`src/rtl/update_scheduler.sv`:
```
// Frame-level update scheduler. On entry into vertical blank it snapshots the object
// requests and grants the update window to one object at a time, lowest index first.
module update_scheduler #(
  parameter int N_REQ     = 4,
  parameter int VER_FIELD = 1023,
  parameter int TIMEOUT   = 4096
) (
  input  logic             clock,
  input  logic             reset,
  input  logic [10:0]      display_row,
  input  logic [N_REQ-1:0] req,
  input  logic [N_REQ-1:0] done,
  input  logic             clear_overrun,
  output logic [N_REQ-1:0] grant,
  output logic             busy,
  output logic             frame_tick,
  output logic [15:0]      frame_count,
  output logic [N_REQ-1:0] overrun
);

  localparam int CW = $clog2(TIMEOUT) + 1;
  localparam int IW = (N_REQ > 1) ? $clog2(N_REQ) : 1;
  localparam logic [10:0]   VF   = 11'(VER_FIELD);
  localparam logic [CW-1:0] TLIM = CW'(TIMEOUT - 1);

  typedef enum logic [1:0] {S_IDLE, S_SCAN, S_GRANT, S_END} state_e;

  state_e           state_q, state_d;
  logic             vb, vb_q;
  logic [N_REQ-1:0] pending_q, pending_d;
  logic [N_REQ-1:0] grant_q, grant_d;
  logic [N_REQ-1:0] ov_q, ov_d;
  logic             busy_q, busy_d;
  logic             tick_q, tick_d;
  logic [15:0]      frame_count_q, frame_count_d;
  logic [CW-1:0]    cnt_q, cnt_d;
  logic [IW-1:0]    idx_q, idx_d;
  logic [IW-1:0]    pick;

  assign vb = display_row > VF;

  // Lowest set pending bit wins; scanning downward leaves the lowest index last.
  always_comb begin
    pick = '0;
    for (int k = N_REQ - 1; k >= 0; k--)
      if (pending_q[k]) pick = IW'(k);
  end

  always_comb begin
    state_d       = state_q;
    pending_d     = pending_q;
    grant_d       = grant_q;
    busy_d        = busy_q;
    tick_d        = 1'b0;
    frame_count_d = frame_count_q;
    cnt_d         = cnt_q;
    idx_d         = idx_q;
    ov_d          = clear_overrun ? '0 : ov_q;
    case (state_q)
      S_IDLE: begin
        if (vb && !vb_q) begin
          pending_d = req;
          busy_d    = 1'b1;
          state_d   = S_SCAN;
        end
      end
      S_SCAN: begin
        if (pending_q == '0) begin
          state_d = S_END;
        end else if (!vb) begin
          ov_d      = ov_d | pending_q;
          pending_d = '0;
          state_d   = S_END;
        end else begin
          pending_d[pick] = 1'b0;
          grant_d         = N_REQ'(1) << pick;
          idx_d           = pick;
          cnt_d           = '0;
          state_d         = S_GRANT;
        end
      end
      S_GRANT: begin
        cnt_d = cnt_q + 1'b1;
        // done beats timeout beats vblank abort
        if (done[idx_q]) begin
          grant_d = '0;
          state_d = S_SCAN;
        end else if (cnt_q == TLIM) begin
          grant_d     = '0;
          ov_d[idx_q] = 1'b1;
          state_d     = S_SCAN;
        end else if (!vb) begin
          grant_d     = '0;
          ov_d        = ov_d | pending_q;
          ov_d[idx_q] = 1'b1;
          pending_d   = '0;
          state_d     = S_END;
        end
      end
      S_END: begin
        tick_d        = 1'b1;
        frame_count_d = frame_count_q + 16'd1;
        busy_d        = 1'b0;
        state_d       = S_IDLE;
      end
      default: state_d = S_IDLE;
    endcase
  end

  always_ff @(posedge clock or negedge reset) begin
    if (!reset) begin
      state_q       <= S_IDLE;
      vb_q          <= 1'b0;
      pending_q     <= '0;
      grant_q       <= '0;
      busy_q        <= 1'b0;
      tick_q        <= 1'b0;
      frame_count_q <= '0;
      cnt_q         <= '0;
      idx_q         <= '0;
      ov_q          <= '0;
    end else begin
      state_q       <= state_d;
      vb_q          <= vb;
      pending_q     <= pending_d;
      grant_q       <= grant_d;
      busy_q        <= busy_d;
      tick_q        <= tick_d;
      frame_count_q <= frame_count_d;
      cnt_q         <= cnt_d;
      idx_q         <= idx_d;
      ov_q          <= ov_d;
    end
  end

  assign grant       = grant_q;
  assign busy        = busy_q;
  assign frame_tick  = tick_q;
  assign frame_count = frame_count_q;
  assign overrun     = ov_q;

endmodule

```
`config.mk`:
```
export PLATFORM = sky130hd
export DESIGN_NAME = update_scheduler
export DESIGN_NICKNAME = d
export VERILOG_FILES = /design/src/rtl/update_scheduler.sv
export SDC_FILE = /design/constraint.sdc
export NUM_CORES = 1
export LEC_CHECK = 0
export CAP_MARGIN = 25
export CORE_AREA = 8 8 69 86
export CTS_CLUSTER_SIZE = 28
export DETAILED_ROUTE_END_ITERATION = 8
export DIE_AREA = 0 0 77 94
export PLACE_DENSITY = 0.82
export SLEW_MARGIN = 40
export SYNTH_ARGS = -nofsm -noshare
export SYNTH_HDL_FRONTEND = slang
export SYNTH_SLANG_ARGS = --single-unit
export TNS_END_PERCENT = 10
```
`constraint.sdc`:
```
create_clock -name clock -period 5.5 [get_ports clock]
set_input_delay 0.55 -clock clock [delete_from_list [all_inputs] [get_ports clock]]
set_output_delay 0.55 -clock clock [all_outputs]
set_load 0.05 [all_outputs]
```
== Yosys cells after proc, flatten, opt, wreduce, memory -nomap -nowiden ==
Cells that the tools add are included.

* Add/subtract/negate cells: 2
* Multipliers: 0
* Div/mod/pow operators: 0
* $lt $le $gt $ge: 5
* Equal/unequal tests: 11
* Shifts and indexed selects: 1
* Mux-type cells: 42
* Bitwise logic cells: 6
* Reduce and logical (&&, ||, !) cells: 15

{| class="wikitable"
|+ Operators with widths
! kind !! count
|-
| two-way mux 4 bit || 16
|-
| two-way mux 13 bit || 2
|-
| case mux 13 bit (2 select lines) || 1
|-
| adder 16 x 1 -> 16 bit, second input constant || 1
|-
| two-way mux 2 bit || 8
|-
| case mux 4 bit (2 select lines) || 2
|-
| adder 13 x 1 -> 13 bit, second input constant || 1
|-
| == test 13 x 12 -> 1 bit, second input constant || 1
|-
| != test 2 bit, second input constant || 6
|-
| bitwise OR 4 bit || 3
|-
| case mux 4 bit (3 select lines) || 1
|-
| > comparator 11 x 10 -> 1 bit, second input constant || 1
|-
| case mux 2 bit (4 select lines) || 1
|-
| two-way mux 1 bit || 7
|-
| less-than comparator 2 x 3 -> 1 bit, second input constant || 2
|-
| AND reduction 3 bit || 2
|-
| AND reduction 6 bit || 1
|-
| bitwise AND 4 bit || 1
|-
| demux 1 bit (select 2 bit) || 2
|-
| == test 2 bit, second input constant || 2
|-
| greater-or-equal comparator 2 x 1 -> 1 bit, second input constant || 2
|-
| zero test 4 bit || 1
|-
| != test 4 bit, second input constant || 1
|-
| NOT 4 bit || 1
|-
| 12 further kinds || 16
|}

* Register bits after elaboration: 48
* Latch bits: 0
* RAM bits: 0
* Memory bits (read-only): 0
* Input bits: 22
* Output and inout bits: 26
* Word-level logic and storage cells: 92
* Memories kept: 0

== Longest topological paths before layout ==
Gate-level depths: netlist (run 1).

* Word-level depth: 13
* Mapped depth: 7
* Gate-level depth less buffers: 7

== Worst setup path before layout (run 1) ==
Ideal clock, no wire load.

* Path type: input to register
* From: input port done[3]
* To: register pending_q[1]
* Library setup time: 0.126 ns
* Arrival: 1.800 ns
* Data required time: 5.374 ns
* Slack: 3.574 ns
* Cell stages on the path: 3
* Path buffers: 0
* Path through: mux4_2 o32a_4 a221o_1

* Word-level cells in the longest chain between the ends: 4

{| class="wikitable"
|+ RTL lines
! item !! line !! source
|-
| start, declared || 12 || <nowiki>input logic [N_REQ-1:0] done,</nowiki>
|-
| binary-select mux 1 bit (select 2 bit) || 85 || <nowiki>if (done[idx_q]) begin</nowiki>
|-
| two-way mux 1 bit (implied by the code) || 85 ||
|-
| != test 2 bit (no source line) || n/a ||
|-
| AND reduction 6 bit (no source line) || n/a ||
|-
| end signal, assigned || 125 || <nowiki>pending_q <= pending_d;</nowiki>
|-
| end, declared || 30 || <nowiki>logic [N_REQ-1:0] pending_q, pending_d;</nowiki>
|}

No other way between the ends. The select of a mux whose other input is x is not followed.
A chain may end at the register's enable or synchronous reset.

== Worst setup path after layout (run 1) ==
* From: input port display_row[10]
* To: register cnt_q[8]

* Word-level cells in the longest chain between the ends: 3

{| class="wikitable"
|+ RTL lines
! item !! line !! source
|-
| start, declared || 10 || <nowiki>input logic [10:0] display_row,</nowiki>
|-
| > comparator 11 x 10 -> 1 bit || 40 || <nowiki>assign vb = display_row > VF;</nowiki>
|-
| != test 2 bit (no source line) || n/a ||
|-
| AND reduction 3 bit (no source line) || n/a ||
|-
| end signal, assigned || 130 || <nowiki>cnt_q <= cnt_d;</nowiki>
|-
| end, declared || 36 || <nowiki>logic [CW-1:0] cnt_q, cnt_d;</nowiki>
|}

No other way between the ends.

==> flow_summary.json, run 1 <==
{
  "netlist_instances": 251,
  "p_int_w": 0.000836,
  "critPathSlowestCell": "clkdlybuf4s50_1",
  "min_period_ps": 2480,
  "die_y_microns": 94,
  "power_density_nw_per_um2": 501,
  "setup-tns-final_ps": 0,
  "fin_skew_ps": 6.67,
  "swShare_pct": 44.3,
  "grtUsageTotal_pct": 15.2,
  "p_leak_nw": 1.29,
  "clkPwrFrac_pct": 14.9,
  "htreeDepth": 2,
  "synthMostInstantiatedCell": "dfrtp_1",
  "design.core.area_sq_um": 4620,
  "clockBufferDepth": 2,
  "slew-limit-headroom_pct": 53.1,
  "cap_violations": 0,
  "cts-resized-gates": 0,
  "io_buffers": 37,
  "cp-start-kind": "input port",
  "n_antenna_cell": 0,
  "totalWireLength_microns": 5180,
  "dieArea_sq_um": 7240,
  "syn_avg_cell_area_sq_um": 10.0,
  "async_flop_share_pct": 100,
  "area_growth_pct": 19.0,
  "holdBufCountCts": 0,
  "fillCellCount": 387,
  "crit_chain": "clkdlybuf4s50_1 -> o41ai_1 -> a211oi_1 -> nor2b_1 -> xnor2_1 -> nor2_1",
  "seq_area_frac_synth_pct": 47.7,
  "synth_commonest_cells": "dfrtp_1, nor2_1, nand2_1",
  "max_freq_ghz": 0.402,
  "place_area_sq_um": 2900,
  "firstDrtPassIters": 4,
  "drtAntennaViolNets": 0,
  "drive_above_1_share_pct": 6.29,
  "final-max-slew-violation-count": 0,
  "rsz0062_at_grt": "false",
  "clk_pin_slew_ps": 80,
  "cpLargestDelayFamily": "compound AO/OA/AOI/OAI gates",
  "cts_tree": "yes",
  "setup-violations-final": 0,
  "cts_setup_buffers": 0,
  "std_cell_rows": 28,
  "grt_pass1_wl_microns": 9160,
  "die_w_microns": 77,
  "yosysUniqueCellTypes": 44,
  "critPathCaptureType": "flip-flop",
  "initial_utilization_pct": 54.5,
  "yosys_register_bits": 48,
  "ys.flop_type": "dfrtp_1",
  "synth_edf_count": 0,
  "yosysTopAreaCell": "dfrtp_1",
  "vias_per_cell": 5.66,
  "cp.required_ps": 5690,
  "grt_start_max_net_pins": 49,
  "drc": 0,
  "cp_num_buf_inv": 1,
  "synth_top_area_share_pct": 47.7,
  "hold_class": "input port to async pin",
  "fin_area_sq_um": 3000,
  "root_buffer": "clkbuf_8",
  "power_frac_comb_pct": 49.4,
  "tightest_slew_ps": 695,
  "cts_sinks": 48,
  "vdd_drop_max_v": 0.000259,
  "grt_pass1_vias": 2003,
  "antenna_found_initial": 0,
  "synth_fp_nets": 280,
  "numCtsBuffers": 5,
  "ios": 48,
  "slowest_delay_ps": 830,
  "num_vias": 1958,
  "p_sw_w": 0.000665,
  "status": "complete, no violations",
  "crit_fanout": 16,
  "overflow": 0,
  "dp_hpwl_microns": 3740,
  "clk_latency_ps": 300,
  "gp_congestion": 0.828,
  "synth_area_leaders": "dfrtp_1, xor2_1, nor2_1",
  "period_share_pct": 45.2,
  "final_nets": 315,
  "synth_area_sq_um": 2520,
  "drt_iter0_drc": 58,
  "yosysWarningCount": 0,
  "routedWlPerCell_microns": 15.0,
  "cp.arrival_ps": 2670,
  "seq_power_share_pct": 35.7,
  "hold_violations": 0,
  "path_class": "input port to flip-flop"
}
## area by class of cell
class                      count  area [sq um]  area share (%)
multi-input combinational    184          1220            40.6
sequential                    48          1200            40.1
timing repair buffer          38           375            12.5
clock buffer                   7          96.3            3.21
tap                           60          75.1            2.50
inverter                       9          33.8            1.13
## registers in the layout (all words and copies together), names as in the netlist
signal       cells
pending_q        4
idx_q            2
busy             1
frame_count     16
overrun          4
vb_q             1
grant            4
state_q          2
cnt_q           13
frame_tick       1
## power by group through the flow
stage / sequential (W) / combinational [W] / clock, W
3_3_place_gp: 0.000538 / 0.000727 / 0
5_1_grt: 0.000550 / 0.000799 / 0.000243
2_1_floorplan: 0.000667 / 0.000424 / 0
4_1_cts: 0.000535 / 0.000746 / 0.000227
6_report: 0.000536 / 0.000742 / 0.000224
3_5_place_dp: 0.000541 / 0.000740 / 0
## metal layers
layer	track usage, %	up-vias	wire length [microns]
met4	5.99	0	75
met1	17.6	948	2190
met3	3.45	8	216
li1	-	953	-
met2	26.8	49	2690
met5	0	-	0
## cell families after synthesis
family	synth area share [%]
adders and majority gates	3.48
and+or+nand+nor	20.5
DFF	47.7
AOI/OAI and AO/OA	13.9
xor gates and xnor gates	9.04
muxes	1.34
buffers and inverters	4.07
## cells in the final DEF (no fill, tap or decap), types with 3 or more instances in the layout
master,netlist,final
dfrtp_1,48,48
clkdlybuf4s50_1,0,36
nor2_1,28,28
nand2_1,26,26
xor2_1,14,14
xnor2_1,12,12
a21oi_1,11,11
nand3_1,9,9
inv_1,9,9
nand2b_1,7,7
nand4_1,7,7
nor3_1,7,7
o21ai_0,7,7
ha_1,7,7
clkbuf_8,0,7
nor2b_1,5,5
a32o_1,4,4
nor4_1,3,3
a21o_1,3,3
and3_1,3,3
a22o_1,3,3
## through the flow
step                      hold slack [ps]  total power (W)  utilization, %  setup WS [ps]  cells
after global routing                  308          0.00159            64.8           2890    346
final                                 246          0.00150            64.8           3020    346
after floorplan                       254          0.00109               -           3570    251
after global placement                461          0.00127            62.7           2810    339
after CTS                             279          0.00151            64.8           3050    346
after detailed placement              469          0.00128            62.7           2750    339
## final timing paths
kind / from / endpoint / slack (ps) / cells past startpoint
max in group asynchronous: reset / frame_count[8]$_DFFE_PN0P_ / 4850 / 1
min in group clock: frame_count[15]$_DFFE_PN0P_ / frame_count[15]$_DFFE_PN0P_ / 470 / 1
max reg2reg: state_q[1]$_DFFE_PN0P_ / cnt_q[8]$_DFFE_PN0P_ / 3130 / 7
min: reset / cnt_q[7]$_DFFE_PN0P_ / 250 / 1
max: display_row[10] / cnt_q[8]$_DFFE_PN0P_ / 3020 / 6
min reg2reg: frame_count[15]$_DFFE_PN0P_ / frame_count[15]$_DFFE_PN0P_ / 470 / 1
Power figures use the tool's default switching activity.
==> run 2: changes to the inputs <==
--- a/config.mk
+++ b/config.mk
@@ -6,11 +6,11 @@
 export NUM_CORES = 1
 export LEC_CHECK = 0
 export CAP_MARGIN = 25
-export CORE_AREA = 8 8 69 86
+export CORE_AREA = 8 8 72 89
 export CTS_CLUSTER_SIZE = 28
 export DETAILED_ROUTE_END_ITERATION = 8
-export DIE_AREA = 0 0 77 94
-export PLACE_DENSITY = 0.82
+export DIE_AREA = 0 0 80 97
+export PLACE_DENSITY = 0.76
 export SLEW_MARGIN = 40
 export SYNTH_ARGS = -nofsm -noshare
 export SYNTH_HDL_FRONTEND = slang
==> constraint.sdc (replaced) <==
create_clock -name clock -period 2.57 [get_ports clock]
set_input_delay 0.257 -clock clock [delete_from_list [all_inputs] [get_ports clock]]
set_output_delay 0.257 -clock clock [all_outputs]
set_load 0.05 [all_outputs]
==> run 2 against run 1 <==
Net effect:
- the flow now finishes with violations (negative hold slack)
- total power up 120%
- non-clock buffer count up 7
- count of clock-buffer cells in the layout unchanged
- final cell count up 2.6%
- final area up 1.8%
- sequential share of layout area down 0.69 points
- die area up 7.2%
- clock skew up 1.7 ps
- clock power up 110%
- hold slack worse by 250 ps
- critical endpoint is now pending_q[1]$_DFFE_PN0P_
==> flow_summary.json, run 2 (synthesis results as in run 1) <==
{
  "status": "finished with violations",
  "violations": "negative hold slack",
  "cts_tree": "yes",
  "routedWlPerCell_microns": 15.1,
  "fin_ws_ps": 467,
  "drt_iter0_drc": 64,
  "largest_reg_flops": 16,
  "cap_violations": 0,
  "overflow": 0,
  "clockBufferDepth": 2,
  "power_density_nw_per_um2": 1060,
  "setup-tns-final_ps": 0,
  "fillCellCount": 443,
  "die_w_microns": 80,
  "gp_congestion": 0.854,
  "p_leak_nw": 1.33,
  "grtUsageTotal_pct": 14.7,
  "std_cell_rows": 29,
  "holdBufCountCts": 0,
  "rsz0062_at_grt": "false",
  "pre_cts_ws_ps": 329,
  "vdd_drop_max_v": 0.000613,
  "root_buffer": "clkbuf_8",
  "die_y_microns": 97,
  "layout_commonest_cell": "dfrtp_1",
  "design.core.area_sq_um": 5010,
  "numCtsBuffers": 5,
  "finish.utilization_pct": 60.9,
  "vias_per_cell": 5.59,
  "clk_latency_ps": 300,
  "drive_above_1_share_pct": 8.53,
  "rrSetupSlack_ps": 470,
  "cts-resized-gates": 0,
  "hold_violations": 7,
  "tightest_slew_ps": 716,
  "whs_ps": -3.64,
  "max_freq_ghz": 0.475,
  "ios": 48,
  "drtAntennaViolNets": 0,
  "area_growth_pct": 21.1,
  "grt_start_max_net_pins": 33,
  "n_antenna_cell": 0,
  "period_share_pct": 81.8,
  "critPathCaptureType": "flip-flop",
  "min_period_ps": 2100,
  "io_buffers": 37,
  "final_cells": 355,
  "final_nets": 322,
  "totalWireLength_microns": 5340,
  "cts_setup_buffers": 0,
  "cts_sinks": 48,
  "clk_pin_slew_ps": 90,
  "drc": 0,
  "dp_cells": 348,
  "final-max-slew-violation-count": 0,
  "grt_pass1_vias": 2024,
  "slew-limit-headroom_pct": 51.7,
  "hold_class": "input port to async pin",
  "cp.arrival_ps": 2290,
  "num_vias": 1986,
  "htreeDepth": 2,
  "path_class": "flip-flop to flip-flop",
  "initial_utilization_pct": 50.3,
  "dieArea_sq_um": 7760,
  "antenna_found_initial": 0,
  "setup-violations-final": 0,
  "cp-start-kind": "flip-flop",
  "cp.required_ps": 2760,
  "firstDrtPassIters": 4,
  "dp_hpwl_microns": 4080,
  "grt_pass1_wl_microns": 9260,
  "fin_skew_ps": 8.42,
  "final_cell_mix": "dfrtp_1, clkdlybuf4s50_1, nor2_1",
  "crit_fanout": 8
}
==> run 2: final timing paths <==
kind	end	cells after the start	start
max	pending_q[1]$_DFFE_PN0P_	6	state_q[1]$_DFFE_PN0P_
min	pending_q[1]$_DFFE_PN0P_	1	reset
max reg2reg	pending_q[1]$_DFFE_PN0P_	6	state_q[1]$_DFFE_PN0P_
min reg2reg	frame_count[15]$_DFFE_PN0P_	1	frame_count[15]$_DFFE_PN0P_
max in group asynchronous	frame_count[3]$_DFFE_PN0P_	2	reset
min in group clock	frame_count[15]$_DFFE_PN0P_	1	frame_count[15]$_DFFE_PN0P_
==> run 2: critical path: stages (launching register included) <==
cell,delay (ps)
dfrtp_1,440
inv_1,130
ha_1,300
buf_4,200
a221o_1,320
o32a_4,250
a221o_1,360
==> run 2: power by group <==
part | leakage, nW | internal [W] | switching (W)
sequential | 0.642 | 0.000933 | 0.000204
clock | 0.0503 | 0.000240 | 0.000237
combinational | 0.636 | 0.000643 | 0.000984
==> run 2: stage by stage <==
stage / hold WS [ps] / instance area, sq um / power (W)
3_3_place_gp: 352 / 2950 / 0.00276
5_1_grt: 51.5 / 3050 / 0.00345
2_1_floorplan: -38.6 / 2520 / 0.00234
4_1_cts: 21.1 / 3050 / 0.00327
3_5_place_dp: 352 / 2950 / 0.00278
6_report: -3.64 / 3050 / 0.00324
==> run 2: layer usage <==
metal,share of wire (%),GRT usage [%],vias up
li1,-,-,961
met1,41,15.8,983
met2,54,26.3,34
met3,4.0,3.80,8
met4,1.3,5.06,0
met5,0,0,-
==> run 2: final cells by class <==
type	instances	area, sq um	area share (%)
clock buffers	7	96.3	3.16
inverters	9	33.8	1.11
repair buffers	45	425	13.9
multi-input cells	184	1220	39.9
flip-flops and latches	48	1200	39.4
well taps	62	77.6	2.54
